### src/rtl/prefix_adder_pipe.sv
`default_nettype none
// ============================================================================
// Module   : prefix_adder_pipe (plus the cells it is built from)
// Purpose  : Two-stage pipelined Kogge-Stone add/subtract unit with
//            valid/ready handshakes on both sides. The prefix tree is split
//            across the pipeline register so that neither stage carries the
//            full log2(WIDTH)-level carry network.
// Ports    : i_clk, i_reset (async, active-high)
//            i_valid/o_ready, i_a, i_b, i_sub       - operand side
//            o_valid/i_ready, o_sum, o_cout,
//            o_overflow, o_zero                     - result side
// Revision : 1.0  initial release
// ============================================================================

// ----------------------------------------------------------------------------
// Bit-level propagate/generate cell. For subtraction the B operand is
// inverted here; the +1 is supplied as the carry-in node of the tree.
// ----------------------------------------------------------------------------
module prefix_adder_pipe_pg (
    input  logic i_a,
    input  logic i_b,
    input  logic i_inv,
    output logic o_p,
    output logic o_g
);
    logic w_b;
    assign w_b = i_b ^ i_inv;
    assign o_p = i_a ^ w_b;
    assign o_g = i_a & w_b;
endmodule

// ----------------------------------------------------------------------------
// Carry-combine (black) cell: merges a high group with the adjacent low group.
// ----------------------------------------------------------------------------
module prefix_adder_pipe_combine (
    input  logic i_g_hi,
    input  logic i_p_hi,
    input  logic i_g_lo,
    input  logic i_p_lo,
    output logic o_g,
    output logic o_p
);
    assign o_g = i_g_hi | (i_p_hi & i_g_lo);
    assign o_p = i_p_hi & i_p_lo;
endmodule

// ----------------------------------------------------------------------------
// Sum cell: result bit from the bit propagate and the incoming carry.
// ----------------------------------------------------------------------------
module prefix_adder_pipe_sum (
    input  logic i_p,
    input  logic i_c,
    output logic o_s
);
    assign o_s = i_p ^ i_c;
endmodule

// ----------------------------------------------------------------------------
// One Kogge-Stone level. Node j combines with node j-DIST; nodes below DIST
// already reach the carry-in node and pass straight through.
// ----------------------------------------------------------------------------
module prefix_adder_pipe_level #(
    parameter int NODES = 33,
    parameter int DIST  = 1
) (
    input  logic [NODES-1:0] i_g,
    input  logic [NODES-1:0] i_p,
    output logic [NODES-1:0] o_g,
    output logic [NODES-1:0] o_p
);
    genvar j;
    generate
        for (j = 0; j < NODES; j = j + 1) begin : g_node
            if (j >= DIST) begin : g_cmb
                prefix_adder_pipe_combine u_cmb (
                    .i_g_hi (i_g[j]),
                    .i_p_hi (i_p[j]),
                    .i_g_lo (i_g[j-DIST]),
                    .i_p_lo (i_p[j-DIST]),
                    .o_g    (o_g[j]),
                    .o_p    (o_p[j])
                );
            end else begin : g_pass
                assign o_g[j] = i_g[j];
                assign o_p[j] = i_p[j];
            end
        end
    endgenerate
endmodule

// ----------------------------------------------------------------------------
// Top level
// ----------------------------------------------------------------------------
module prefix_adder_pipe #(
    parameter int WIDTH = 32
) (
    input  logic             i_clk,
    input  logic             i_reset,
    input  logic             i_valid,
    output logic             o_ready,
    input  logic [WIDTH-1:0] i_a,
    input  logic [WIDTH-1:0] i_b,
    input  logic             i_sub,
    output logic             o_valid,
    input  logic             i_ready,
    output logic [WIDTH-1:0] o_sum,
    output logic             o_cout,
    output logic             o_overflow,
    output logic             o_zero
);
    // Node 0 is the carry-in position (bit -1); node i+1 holds bit i.
    localparam int c_NODES     = WIDTH + 1;
    localparam int c_LEVELS    = $clog2(WIDTH);
    localparam int c_S1_LEVELS = c_LEVELS / 2;

    // ------------------------------------------------------------------
    // Handshake
    // ------------------------------------------------------------------
    logic r_s1_valid;
    logic r_s2_valid;
    logic w_s1_load;
    logic w_s2_load;

    assign w_s2_load = r_s1_valid & (~r_s2_valid | i_ready);
    assign o_ready   = ~r_s1_valid | w_s2_load;
    assign w_s1_load = i_valid & o_ready;

    // ------------------------------------------------------------------
    // Stage 1: pg generation and the lower half of the prefix levels
    // ------------------------------------------------------------------
    wire [c_NODES-1:0] w_g1 [0:c_S1_LEVELS];
    wire [c_NODES-1:0] w_p1 [0:c_S1_LEVELS];
    wire [WIDTH-1:0]   w_pb;

    // Carry-in folded in as a generate-only node: g[-1]=cin, p[-1]=0.
    assign w_g1[0][0] = i_sub;
    assign w_p1[0][0] = 1'b0;

    genvar i;
    genvar k;
    generate
        for (i = 0; i < WIDTH; i = i + 1) begin : g_pg
            prefix_adder_pipe_pg u_pg (
                .i_a   (i_a[i]),
                .i_b   (i_b[i]),
                .i_inv (i_sub),
                .o_p   (w_p1[0][i+1]),
                .o_g   (w_g1[0][i+1])
            );
            assign w_pb[i] = w_p1[0][i+1];
        end

        for (k = 1; k <= c_S1_LEVELS; k = k + 1) begin : g_s1_lvl
            prefix_adder_pipe_level #(
                .NODES (c_NODES),
                .DIST  (1 << (k - 1))
            ) u_lvl (
                .i_g (w_g1[k-1]),
                .i_p (w_p1[k-1]),
                .o_g (w_g1[k]),
                .o_p (w_p1[k])
            );
        end
    endgenerate

    logic [c_NODES-1:0] r_s1_g;
    logic [c_NODES-1:0] r_s1_p;
    logic [WIDTH-1:0]   r_s1_pb;

    // Data only moves on a load, so it is frozen whenever stage 1 stalls.
    always_ff @(posedge i_clk or posedge i_reset) begin
        if (i_reset) begin
            r_s1_valid <= 1'b0;
            r_s1_g     <= '0;
            r_s1_p     <= '0;
            r_s1_pb    <= '0;
        end else begin
            r_s1_valid <= w_s1_load | (r_s1_valid & ~w_s2_load);
            if (w_s1_load) begin
                r_s1_g  <= w_g1[c_S1_LEVELS];
                r_s1_p  <= w_p1[c_S1_LEVELS];
                r_s1_pb <= w_pb;
            end
        end
    end

    // ------------------------------------------------------------------
    // Stage 2: remaining prefix levels, carries, sum and flags
    // ------------------------------------------------------------------
    wire [c_NODES-1:0] w_g2 [c_S1_LEVELS:c_LEVELS];
    wire [c_NODES-1:0] w_p2 [c_S1_LEVELS:c_LEVELS];

    assign w_g2[c_S1_LEVELS] = r_s1_g;
    assign w_p2[c_S1_LEVELS] = r_s1_p;

    generate
        for (k = c_S1_LEVELS + 1; k <= c_LEVELS; k = k + 1) begin : g_s2_lvl
            prefix_adder_pipe_level #(
                .NODES (c_NODES),
                .DIST  (1 << (k - 1))
            ) u_lvl (
                .i_g (w_g2[k-1]),
                .i_p (w_p2[k-1]),
                .o_g (w_g2[k]),
                .o_p (w_p2[k])
            );
        end
    endgenerate

    // After log2(WIDTH) levels every node below WIDTH spans down to the
    // carry-in node. The top node spans WIDTH nodes, one short of the
    // carry-in, so it takes one extra combine with node 0 to form cout.
    logic [WIDTH:0]   w_carry;
    logic             w_top_p;
    logic [WIDTH-1:0] w_sum;

    assign w_carry[WIDTH-1:0] = w_g2[c_LEVELS][WIDTH-1:0];

    prefix_adder_pipe_combine u_cout (
        .i_g_hi (w_g2[c_LEVELS][WIDTH]),
        .i_p_hi (w_p2[c_LEVELS][WIDTH]),
        .i_g_lo (w_g2[c_LEVELS][0]),
        .i_p_lo (w_p2[c_LEVELS][0]),
        .o_g    (w_carry[WIDTH]),
        .o_p    (w_top_p)
    );

    // Group propagates of the final level are only needed at the top node.
    logic w_unused_p;
    assign w_unused_p = ^{w_p2[c_LEVELS], w_top_p};

    generate
        for (i = 0; i < WIDTH; i = i + 1) begin : g_sum
            prefix_adder_pipe_sum u_sum (
                .i_p (r_s1_pb[i]),
                .i_c (w_carry[i]),
                .o_s (w_sum[i])
            );
        end
    endgenerate

    logic [WIDTH-1:0] r_sum;
    logic             r_cout;
    logic             r_overflow;
    logic             r_zero;

    always_ff @(posedge i_clk or posedge i_reset) begin
        if (i_reset) begin
            r_s2_valid <= 1'b0;
            r_sum      <= '0;
            r_cout     <= 1'b0;
            r_overflow <= 1'b0;
            r_zero     <= 1'b0;
        end else begin
            r_s2_valid <= w_s2_load | (r_s2_valid & ~i_ready);
            if (w_s2_load) begin
                r_sum      <= w_sum;
                r_cout     <= w_carry[WIDTH];
                r_overflow <= w_carry[WIDTH] ^ w_carry[WIDTH-1];
                r_zero     <= ~|w_sum;
            end
        end
    end

    assign o_valid    = r_s2_valid;
    assign o_sum      = r_sum;
    assign o_cout     = r_cout;
    assign o_overflow = r_overflow;
    assign o_zero     = r_zero;

endmodule
`default_nettype wire

### config.mk
export PLATFORM = sky130hd
export DESIGN_NAME = prefix_adder_pipe
export DESIGN_NICKNAME = d
export VERILOG_FILES = /design/src/rtl/prefix_adder_pipe.sv
export SDC_FILE = /design/constraint.sdc
export NUM_CORES = 1
export LEC_CHECK = 0
export BUFFER_PORTS_ARGS = -buffer_cell sky130_fd_sc_hd__buf_4
export CAP_MARGIN = 20
export CORE_ASPECT_RATIO = 2
export CORE_MARGIN = 5
export CORE_UTILIZATION = 40
export DETAILED_ROUTE_END_ITERATION = 6
export PLACE_DENSITY = 0.65
export SLEW_MARGIN = 5
export SYNTH_ARGS = -nofsm -noshare
export SYNTH_HDL_FRONTEND = slang
export SYNTH_SLANG_ARGS = --single-unit
export TNS_END_PERCENT = 50
### constraint.sdc
create_clock -name i_clk -period 5.5 [get_ports i_clk]
set_input_delay 0.55 -clock i_clk [delete_from_list [all_inputs] [get_ports i_clk]]
set_output_delay 0.55 -clock i_clk [all_outputs]
set_load 0.02 [all_outputs]
* Word-level counts from Yosys, hierarchy flattened
Cells that the tools add are included.
** Storage, ports and cells
- Flip-flop bits (word level) :: 131
- Input port bits :: 69
- Output and inout port bits :: 37
- Word-level logic and storage cells :: 525
** Cells by class
- Bitwise gates (word level) :: 514
- Reduce and logical (&&, ||, !) cells :: 2
** Operator list (number)
- AND 1 bit :: 274
- bitwise OR 1 bit :: 139
- XOR 1 bit :: 97
- OR reduction 32 bit :: 1
- inverter 1 bit :: 4
- zero test 1 bit :: 1

* Longest topological paths before layout
- Depth in word-level cells :: 9
- Depth in mapped cells :: 9
- Mapped depth without buffers :: 7

* Modules after synthesis
Synthesis repeated with hierarchy kept, for this count alone.
** Unflattened totals
- Cells, all modules :: 732
- Area, all modules :: 8673.3 µm²
** By module, submodules not included
- prefix_adder_pipe :: times used 1, cells an instance 304, area each 5220.0 µm²
- prefix_adder_pipe_combine :: times used 135, cells an instance 2, area each 15.0 µm²
- prefix_adder_pipe_pg :: times used 32, cells an instance 2, area each 21.3 µm²
- prefix_adder_pipe_sum :: times used 32, cells an instance 1, area each 8.8 µm²
- prefix_adder_pipe_level (g_s2_lvl[5].u_lvl) :: times used 1, cells an instance 32, area each 240.2 µm²
- prefix_adder_pipe_level (g_s2_lvl[4].u_lvl) :: times used 1, cells an instance 16, area each 120.1 µm²
- prefix_adder_pipe_level (g_s2_lvl[3].u_lvl) :: times used 1, cells an instance 8, area each 60.1 µm²
- prefix_adder_pipe_level (g_s1_lvl[2].u_lvl) :: times used 1, cells an instance 4, area each 30.0 µm²
- prefix_adder_pipe_level (g_s1_lvl[1].u_lvl) :: times used 1, cells an instance 2, area each 15.0 µm²

* Worst setup path before layout
Ideal clock, no wire load.
- Path kind :: input to register
- From :: input port i_sub
- To :: register r_s1_g[25]
- Data arrival time :: 2.329 ns
- Slack :: 3.038 ns
- Stages :: 9
- Path buffers :: 3
- Path through :: clkbuf_1 clkbuf_1 xor2_1 ha_1 clkbuf_1 a21o_1 a21o_1 a21oi_1 o21ai_0
** On the way
- Cells in the longest elaborated chain, start to end :: 6
- Elaborated cells on any way between the ends :: 18
** RTL lines
- from (decl) :: line 103 : input logic i_sub,
- XOR 1 bit :: line 27 : assign w_b = i_b ^ i_inv;
- XOR 1 bit :: line 28 : assign o_p = i_a ^ w_b;
- net g_pg[22].u_pg.o_p :: line 23 : output logic o_p,
- AND 1 bit :: line 43 : assign o_g = i_g_hi | (i_p_hi & i_g_lo);
- bitwise OR 1 bit :: line 43
- AND 1 bit :: line 43
- bitwise OR 1 bit :: line 43
- to (signal assigned) :: line 180 : r_s1_g <= w_g1[c_S1_LEVELS];
- to (decl) :: line 166 : logic [c_NODES-1:0] r_s1_g;
The timed path passes the listed nets, and every way through them passes these cells.
A chain may end at the register's enable or synchronous reset.

* Worst setup path after layout
- From :: register r_s1_g[1]
- To :: register r_zero (netlist: o_zero)
** On the way
- Cells in the longest elaborated chain, start to end :: 9
- Elaborated cells on any way between the ends :: 24
** RTL lines
- AND 1 bit :: line 43
- bitwise OR 1 bit :: line 43
- AND 1 bit :: line 43
- bitwise OR 1 bit :: line 43
- AND 1 bit :: line 43
- bitwise OR 1 bit :: line 43
- XOR 1 bit :: line 55 : assign o_s = i_p ^ i_c;
- OR reduction 32 bit * :: line 260 : r_zero <= ~|w_sum;
- zero test 1 bit * :: line 260
- to (signal assigned) :: line 260
- to (decl) :: line 245 : logic r_zero;
Every way passes the cells marked *; elsewhere a longest branch is shown, timed or not.

==> reports/metrics.csv <==
stage;metric;value;unit
timing;maxSlewViolCount;0;
route;top_layer_used;met4;
timing;holdWs;91.0;ps
layout;insertedDiodeCount;0;
clocking;cts_buffer_depth;2;
logic_synthesis;yosysTopAreaCell;dfrtp_1;
logic_synthesis;yosysMostFrequentCell;dfrtp_1;
grt;grt_max_degree;89;
clocking;cts.sinks;131;
power_and_ir_drop;vdd_drop_max;195;µV
timing;hold_violations;0;
timing;fin_tns_setup;0;ps
logic_synthesis;synth_cells;666;
worst_setup_path;r2r_end;o_zero$_DFFE_PP0P_;
floorplanning;core_area;16800;µm²
logic_synthesis;async_flop_share;1.00;
logic_synthesis;synth_area_leaders;dfrtp_1 48%, mux2_2 9.1%, ha_1 5.9%;
floorplanning;initial_utilization;0.406;
logic_synthesis;synth_edf_count;0;
clocking;ctsResizeCount;0;
timing;rsz0062_at_grt;false;
worst_setup_path;reg2reg_depth;7;
route;via_per_inst;5.34;
worst_setup_path;cp.arrival;2930;ps
grt;grt_pass1_vias;5724;
worst_setup_path;path_class;register to register;
layout;fillerInstances;1594;
timing;setup_viol_count_final;0;
place;post_dp_cell_area;7760;µm²
route;wl_per_cell;18.9;µm
route;wl_met3;575;µm
clocking;clock-root-buffer;clkbuf_16;
place;dpl.hpwl;14200;µm
layout;area_delta_synth_final;23.1;%
route;met1_length;6220;µm
logic_synthesis;ys_warn_count;0;
power_and_ir_drop;pwr_density_cell;435;nW/µm²
logic_synthesis;synthTopCellsByCount;131 x dfrtp_1, 97 x nand2_1, 72 x o21ai_0;
clocking;cts_tree;done;
place;portBuffers;105;
route;totalWireLength;18600;µm
run_status;status;finished clean;
grt;grt_usage;0.195;
timing;fmax;388;MHz
timing;fin_skew;6.04;ps
clocking;cts_htree_levels;4;
logic_synthesis;ys_seq_area_frac;0.481;
layout;post-route-util;0.500;
worst_setup_path;slowest_delay;540;ps
worst_setup_path;required;5850;ps
floorplanning;ios;106;
logic_synthesis;avgSynthCellArea;10.2;µm²
power_and_ir_drop;p_leak;3.84;nW
grt;grt_pass1_wl;29700;µm
clocking;cts.clk_slew.worst_paths;60;ps
layout;nNetsFinal;863;
worst_setup_path;worst_path_most_repeated_cell;a21oi_1;
worst_setup_path;crit_family;compound AO/OA/AOI/OAI gates;
worst_setup_path;worstPathBufferInverterCount;0;
logic_synthesis;syn_area;6810;µm²
floorplanning;die_h;195;µm
floorplanning;placementRows;67;
worst_setup_path;cp_cell_sequence;a21oi_1 -> o2111ai_1 -> a21oi_1 -> xor2_1 -> nand4_1 -> or4_1 -> o21ai_1;
timing;tightest_slew;781;ps
logic_synthesis;post-synth-top-area-fraction;0.481;
worst_setup_path;setup.worst_path.end_class;register;
route;dr_wl_met2;10800;µm
timing;fin_crit_sh;0.469;
route;drt_iter0_drc;198;
logic_synthesis;dominantRegCellSynth;dfrtp_1;
worst_setup_path;slowest_stage;or4_1;
route;drt_pass1_iterations;5;
logic_synthesis;synthesis.nets;767;
min_path;hp-class;input pin to async pin;
worst_setup_path;worstReg2RegStart;r_s1_g[1]$_DFFE_PP0P_;
clocking;clk_latency;420;ps
clocking;cts_setup_buffers;0;
clocking;postCtsHoldBufs;0;
route;ant_nets;0;
worst_setup_path;crit_path_max_fanout;4;
worst_setup_path;r2r_setup_slack;2920;ps
logic_synthesis;synthDistinctLibCells;35;
place;gp_congestion;0.881;
logic_synthesis;synth_seq_cells;131;
grt;antenna_found_initial;0;
route;vias;5242;
floorplanning;die_w;102;µm
timing;setup_slack;2920;ps
timing;fin_crit;2580;ps
run;cap_violations;0;
worst_setup_path;critPathLaunchType;register;
layout;drive_above_1_share;0.257;
layout;final_cell_area;8380;µm²
place;dpl_worst_slack;2770;ps
timing;slew-limit-headroom;0.479;
clocking;cts_buffers;17;
grt;overflow;0;
route;drc;0;
floorplanning;die_area;19900;µm²
[final cells by class]
class,instances,area (µm²),area share
flip-flops and latches,131,3280,0.391
well taps,207,259,0.0309
clock buffers,22,464,0.0554
inverters,10,40.0,0.00478
clock inverters,9,106,0.0127
multi-input cells,493,3380,0.404
repair buffers,109,851,0.102
[per-layer routing]
| layer | global-route usage | vias to the layer above |
|---|---|---|
| li1 | - | 2545 |
| met2 | 0.372 | 113 |
| met4 | 0.112 | 0 |
| met3 | 0.0305 | 53 |
| met1 | 0.188 | 2531 |
| met5 | 0 | - |
[cells by family after synthesis]
family / synth area share
muxes: 0.0924
AOI/OAI and AO/OA: 0.155
adders and majority gates: 0.0588
and+or+nand+nor: 0.106
DFF: 0.481
xor gates and xnor gates: 0.0823
buffers and inverters: 0.0232
[worst max-delay path by stage]
stage,startpoint,cells after the start,endpoint
2_1_floorplan,i_reset,1,o_cout$_DFFE_PP0P_
3_3_place_gp,i_ready,5,r_s1_g[19]$_DFFE_PP0P_
3_5_place_dp,i_ready,5,r_s1_pb[16]$_DFFE_PP0P_
4_1_cts,r_s1_p[5]$_DFFE_PP0P_,7,o_zero$_DFFE_PP0P_
5_1_grt,r_s1_g[0]$_DFFE_PP0P_,7,o_zero$_DFFE_PP0P_
6_report,r_s1_g[1]$_DFFE_PP0P_,7,o_zero$_DFFE_PP0P_
[report_power, final]
group / switching, mW / internal (mW) / total (mW)
clock network: 0.417 / 0.686 / 1.10
logic: 0.651 / 0.495 / 1.15
registers: 0.188 / 1.21 / 1.40
[through the flow]
stage | power [mW] | std cells
after global placement | 2.54 | 948
final | 3.64 | 981
after CTS | 3.67 | 979
after floorplan | 2.08 | 666
after detailed placement | 2.57 | 948
after global routing | 3.83 | 981
[cell usage in the layout (no fill, tap or decap), types with 4 or more instances in the layout]
cell,count
mux2_2,55
a21o_1,25
nand4_1,20
ha_1,32
o31ai_1,16
xnor2_1,22
nor3_1,10
xor2_1,42
nor2_1,18
o2111ai_1,6
clkbuf_16,17
o21ai_0,72
buf_4,107
nand3_1,9
dfrtp_1,131
a21oi_1,41
inv_1,9
nand2_1,95
nand2b_1,4
o21bai_1,5
[registers in the layout, indices dropped and copies added (netlist names)]
signal      flops
r_s1_valid      1
r_s1_g         33
o_sum          32
o_valid         1
o_zero          1
r_s1_p         29
r_s1_pb        32
o_overflow      1
o_cout          1
No activity file was read; power rests on OpenSTA's default activity.
